**config.mk**
```make
export PLATFORM = sky130hd
export DESIGN_NAME = handshake_cond_br_fifo
export DESIGN_NICKNAME = d
export VERILOG_FILES = /design/src/rtl/handshake_cond_br_fifo.sv
export SDC_FILE = /design/constraint.sdc
export NUM_CORES = 1
export LEC_CHECK = 0
export BUFFER_PORTS_ARGS = -buffer_cell sky130_fd_sc_hd__buf_2
export CELL_PAD_IN_SITES_DETAIL_PLACEMENT = 2
export CELL_PAD_IN_SITES_GLOBAL_PLACEMENT = 2
export CORE_MARGIN = 5
export CORE_UTILIZATION = 36
export DETAILED_ROUTE_END_ITERATION = 7
export GPL_TIMING_DRIVEN = 0
export PLACE_DENSITY_LB_ADDON = 0.2
export SYNTH_ARGS = -nofsm -noshare
export SYNTH_HDL_FRONTEND = slang
export SYNTH_SLANG_ARGS = --single-unit
```
**constraint.sdc**
```tcl
create_clock -name clk -period 9.8 [get_ports clk]
set_clock_uncertainty 0.2 [all_clocks]
set_input_delay 0.49 -clock clk [delete_from_list [all_inputs] [get_ports clk]]
set_output_delay 0.49 -clock clk [all_outputs]
set_load 0.05 [all_outputs]
```
**src/rtl/handshake_cond_br_fifo.sv**
```systemverilog
// Conditional branch with a registered join FIFO: joins {condition, data}, buffers
// DEPTH pairs, and steers the head token to trueOut or falseOut by its stored condition.
module handshake_cond_br_fifo #(
   parameter int DATA_TYPE = 32,
   parameter int DEPTH     = 2
) (
   input  logic                 clk,
   input  logic                 rst,
   input  logic                 condition,
   input  logic                 condition_valid,
   output logic                 condition_ready,
   input  logic [DATA_TYPE-1:0] data,
   input  logic                 data_valid,
   output logic                 data_ready,
   output logic [DATA_TYPE-1:0] trueOut,
   output logic                 trueOut_valid,
   input  logic                 trueOut_ready,
   output logic [DATA_TYPE-1:0] falseOut,
   output logic                 falseOut_valid,
   input  logic                 falseOut_ready
);

   localparam int PW = (DEPTH > 1) ? $clog2(DEPTH) : 1;
   localparam int CW = $clog2(DEPTH + 1);

   typedef struct packed {
      logic                 cond;
      logic [DATA_TYPE-1:0] data;
   } entry_t;

   entry_t        mem [DEPTH];
   logic [PW-1:0] wp;
   logic [PW-1:0] rp;
   logic [CW-1:0] count;

   logic   full;
   logic   empty;
   logic   push;
   logic   pop;
   entry_t head;

   function automatic logic [PW-1:0] ptr_inc(input logic [PW-1:0] p);
      return (p == PW'(DEPTH - 1)) ? '0 : p + PW'(1);
   endfunction

   assign full  = (count == CW'(DEPTH));
   assign empty = (count == '0);
   assign head  = mem[rp];

   // Readies look only at the partner valid and registered full, never at the sinks.
   assign condition_ready = rst & data_valid & ~full;
   assign data_ready      = rst & condition_valid & ~full;
   assign push            = condition_valid & condition_ready;

   assign trueOut_valid  = ~empty & head.cond;
   assign falseOut_valid = ~empty & ~head.cond;
   assign trueOut        = head.data;
   assign falseOut       = head.data;

   assign pop = (trueOut_valid & trueOut_ready) | (falseOut_valid & falseOut_ready);

   always_ff @(posedge clk) begin
      if (!rst) begin
         wp    <= '0;
         rp    <= '0;
         count <= '0;
         for (int i = 0; i < DEPTH; i++) mem[i] <= '0;
      end else begin
         if (push) begin
            mem[wp] <= '{cond: condition, data: data};
            wp      <= ptr_inc(wp);
         end
         if (pop) rp <= ptr_inc(rp);
         if (push && !pop)      count <= count + CW'(1);
         else if (pop && !push) count <= count - CW'(1);
      end
   end

endmodule

```
* Yosys cells after proc, flatten, opt, wreduce, memory -nomap -nowiden *
Memories as Yosys holds them, arrays and structs flattened. A register that Yosys moved wholly into a read port is not among the register bits.
Cells that the tools add are included.

operators by class
  add/sub/neg operators = 4
  equal/unequal tests = 1
  bitwise operators = 13
  reductions and logical operators = 7
  multiplexer cells = 13

operator list
  operator             number
  $mux 33              1
  $reduce_or 33->1     1
  $mux 1               10
  $and 1x1->1          9
  $mux 2               2
  $not 1->1            3
  $add 1x1->1 const B  2
  $add 2x1->2 const B  1
  $eq 2x2->1 const B   1
  $logic_and 1x1->1    2
  $logic_not 1->1      2
  $logic_not 2->1      1
  $reduce_bool 2->1    1
  $sub 2x1->2 const B  1
  $or 1x1->1           1

word-level totals
  register bits = 4
  memories kept = 1
  memory bits (writable) = 66

memories
  name  depth  bits a word  rd ports  clocked after memory_dff  wr ports  RTL line  text
  mem   2      33           1         1                         2         31        entry_t mem [DEPTH];

* Logic depth before layout (Yosys ltp) *
  word-level depth = 9
  gate-level depth with buffers = 5

* Worst setup path after synthesis *
No wires, ideal clock.

  kind = in2reg
  from = input port condition_valid
  to = memory mem[0][0] (netlist bit), enable pin
  data arrival time = 3.135 ns
  path slack = 5.996 ns
  setup time = 0.469 ns
  buffers on the path = 0
  stages = 3
  cells stage by stage = and2_1 -> nand3_1 -> o21ai_0

RTL lines
  what                RTL line  text
  start: declaration  10        input logic condition_valid,
  end: declaration    31

==> results.md <==
* Outcome: complete, no violations
* Pre-antenna DRT Iters at 3
* Top cell type by total area after synthesis: edfxtp_1
* Final Setup Violations at 0
* Die area at 11300 um2
* Ys flop type: edfxtp_1
* Worst hold-check path type: in2reg
* Diodes inserted at 0
* Syn Area/Cell at 13.7 um2
* Largest net degree at the start of global routing at 19
* RSZ-0062 raised after global routing: false
* Total CTS buffers at 9
* Post-DP Area at 4090 um2
* H-Tree Depth at 3
* Via-to-Cell Ratio at 4.61
* Clock Power Share at 28.7%
* CP startpoint kind: flop
* Clock sink total at 71
* Via count at 2203
* IO Count at 107
* DRT Wirelength at 8150 um
* Syn Inst Count at 244
* Top cells by count, synth: and2_1 (68), edfxtp_1 (66), buf_4 (32), mux2_2 (32), clkbuf_1 (10)
* CTS tree: built
* Asr flop ratio synth at 0%
* # Max-Cap Violations at 0
* Period utilization at 28.6%
* Slew HR at 54.7%
* Finished Core Util at 46.7%
* Share of cells above drive strength 1 at 51.2%
* Global Route Usage Sum at 15.3%
* Dpl hpwl at 6130 um
* Critical Path End Type: output pin
* IR drop worst, VDD at 0.0782 mV
* Antenna-violating nets left at 0
* Hold Vio Cnt, Final at 0
* Net Sw Frac at 31.8%
* Residual DRC at 0
* Area contributors post-synth: edfxtp_1 (59%), and2_1 (13%), mux2_2 (11%), buf_4 (7.2%), dfxtp_1 (3.0%)
* FF+latch count, synth at 71
* Post-CTS Hold Fix Bufs at 0
* Register area share after synthesis at 62.2%
* PD cells at 178 nW/um2
* Area share of the largest cell type after synthesis at 59.2%
* CP max stage cell: clkbuf_1
* Vias in the first global route at 2538
* CP Data Arrival Time at 2.11 ns
* Die Width at 106 um
* Tot Pwr at 0.761 mW
* Root buffer cell: clkbuf_8
* Antenna violations before repair at 0
* CP delay by family, top: buffers and inverters
* Max-slew violations at 0
* Max FO, Critical Path at 10
* Worst skew pair latency at 0.34 ns
* Final GP Congestion at 0.688
* Yosys cell types at 25
* Die Span Y at 106 um
* Number of synthesized flops with an enable pin at 66
* Net switching power at 0.242 mW
* CTS Buffer Depth at 2
* Post_cts resized at 0
* TNS Setup at 0 ns
* Leak pwr at 1.89 nW
* Port Buffers at 106
* Setup CP Type: reg2out
* Avg WL per Cell at 17.1 um
* Area Growth Syn to Fin at 27.6%
* Max Fclk at 357 MHz
* Clk pin slew, worst setup/hold paths at 0.08 ns
* Post-CTS setup buffer count at 0
* Yosys warns at 0
* Final Cell Area at 4270 um2
* Initial DRC Count at 47
* Syn Nets at 283
* Synth Cell Area at 3350 um2
* Fin nets at 402
* Global-route wire length before repair at 13000 um
* CP bufs+invs at 4
* Internal power at 0.519 mW
* Starting density of the core at 36.6%
* Crit path cell chain: buf_6 -> clkbuf_1 -> mux2_2 -> buf_4 -> buf_2
* Critical Path RT at 9.11 ns
* Flop pwr share at 46.3%
* Cell with the most instances after synthesis: and2_1
* Worst Tran Pin Value at 0.679 ns
* Critical Path Max Stage Delay at 0.53 ns
* FP Rows at 35
* GR Overflow Total at 0
* Comb power frac at 25.0%
* Fin crit period at 2.80 ns
* CORE AREA at 9150 um2
==> power by group through the flow <==
stage / clock network [mW] / registers [mW] / logic, mW
3_3_place_gp: 0 / 0.360 / 0.185
3_5_place_dp: 0 / 0.360 / 0.193
4_1_cts: 0.225 / 0.353 / 0.194
6_report: 0.218 / 0.353 / 0.190
5_1_grt: 0.239 / 0.354 / 0.202
2_1_floorplan: 0 / 0.359 / 0.144
==> cell families (layout without fill, tap and decap cells) <==
group                     Yosys count  in the layout  synth area share [%]
AOI/OAI and AO/OA                  10             10                  1.87
xor gates and xnor gates            1              1                 0.262
buffers and inverters              44            167                  8.75
DFF                                71             71                  62.2
muxes                              34             34                  11.7
and+or+nand+nor                    84             84                  15.1
==> worst paths after layout <==
| kind | startpoint | endpoint | slack (ns) | cells past startpoint |
|---|---|---|---|---|
| min reg2reg | rp$_SDFFE_PN0P_ | flop | 0.33 | 2 |
| max reg2reg | count[0]$_SDFFE_PN0P_ | mem[1][16]$_SDFFCE_PN0P_ | 7.55 | 5 |
| max | flop | trueOut[25] | 7.00 | 5 |
| min | condition | mem[1][32]$_SDFFCE_PN0P_ | 0.23 | 2 |
==> worst register-to-register path, cell delays in order, from the launching register on <==
cell and delay (ns):
dfxtp_1 0.41, nand2b_1 0.23, nand3_1 0.25, nor2_1 0.39
clkbuf_1 0.42, and2_1 0.22
==> layout by cell type (no fill, tap or decap), drive strengths merged, types with 3 or more instances in the layout <==
cell type and n:
buf 141, and2 68, edfxtp 66, mux2 32, clkbuf 20, dfxtp 5
nor2 4, o21ai 4, and3 3, clkinv 3
==> metrics by stage <==
stage	hold slack, ns	worst slack (ns)	cells
2_1_floorplan	0.280	6.00	244
3_3_place_gp	0.291	4.27	461
3_5_place_dp	0.328	7.32	463
4_1_cts	0.220	6.93	478
5_1_grt	0.222	6.88	478
6_report	0.234	7.00	478
==> cell type report <==
class	instances	area, um2
fillers	987	4880
repair buffers	108	586
clock buffers	10	128
well taps	111	139
clock inverters	5	50.0
multi-input cells	129	993
inverters	1	3.75
flip-flops and latches	71	2080
plain buffers	43	289
==> sequential cells by signal, summed over array words and instances (netlist names), named ones only <==
register / count
rp: 1
mem: 66
wp: 1
count: 2
==> routing by layer <==
metal	up-vias	GRT usage [%]	share of wire (%)
met2	69	29.2	56
li1	1053	-	-
met1	1075	15.9	37
met3	6	5.22	6.4
met4	0	3.61	0.52
met5	-	0	0
No activity file was read; power rests on OpenSTA's default activity.
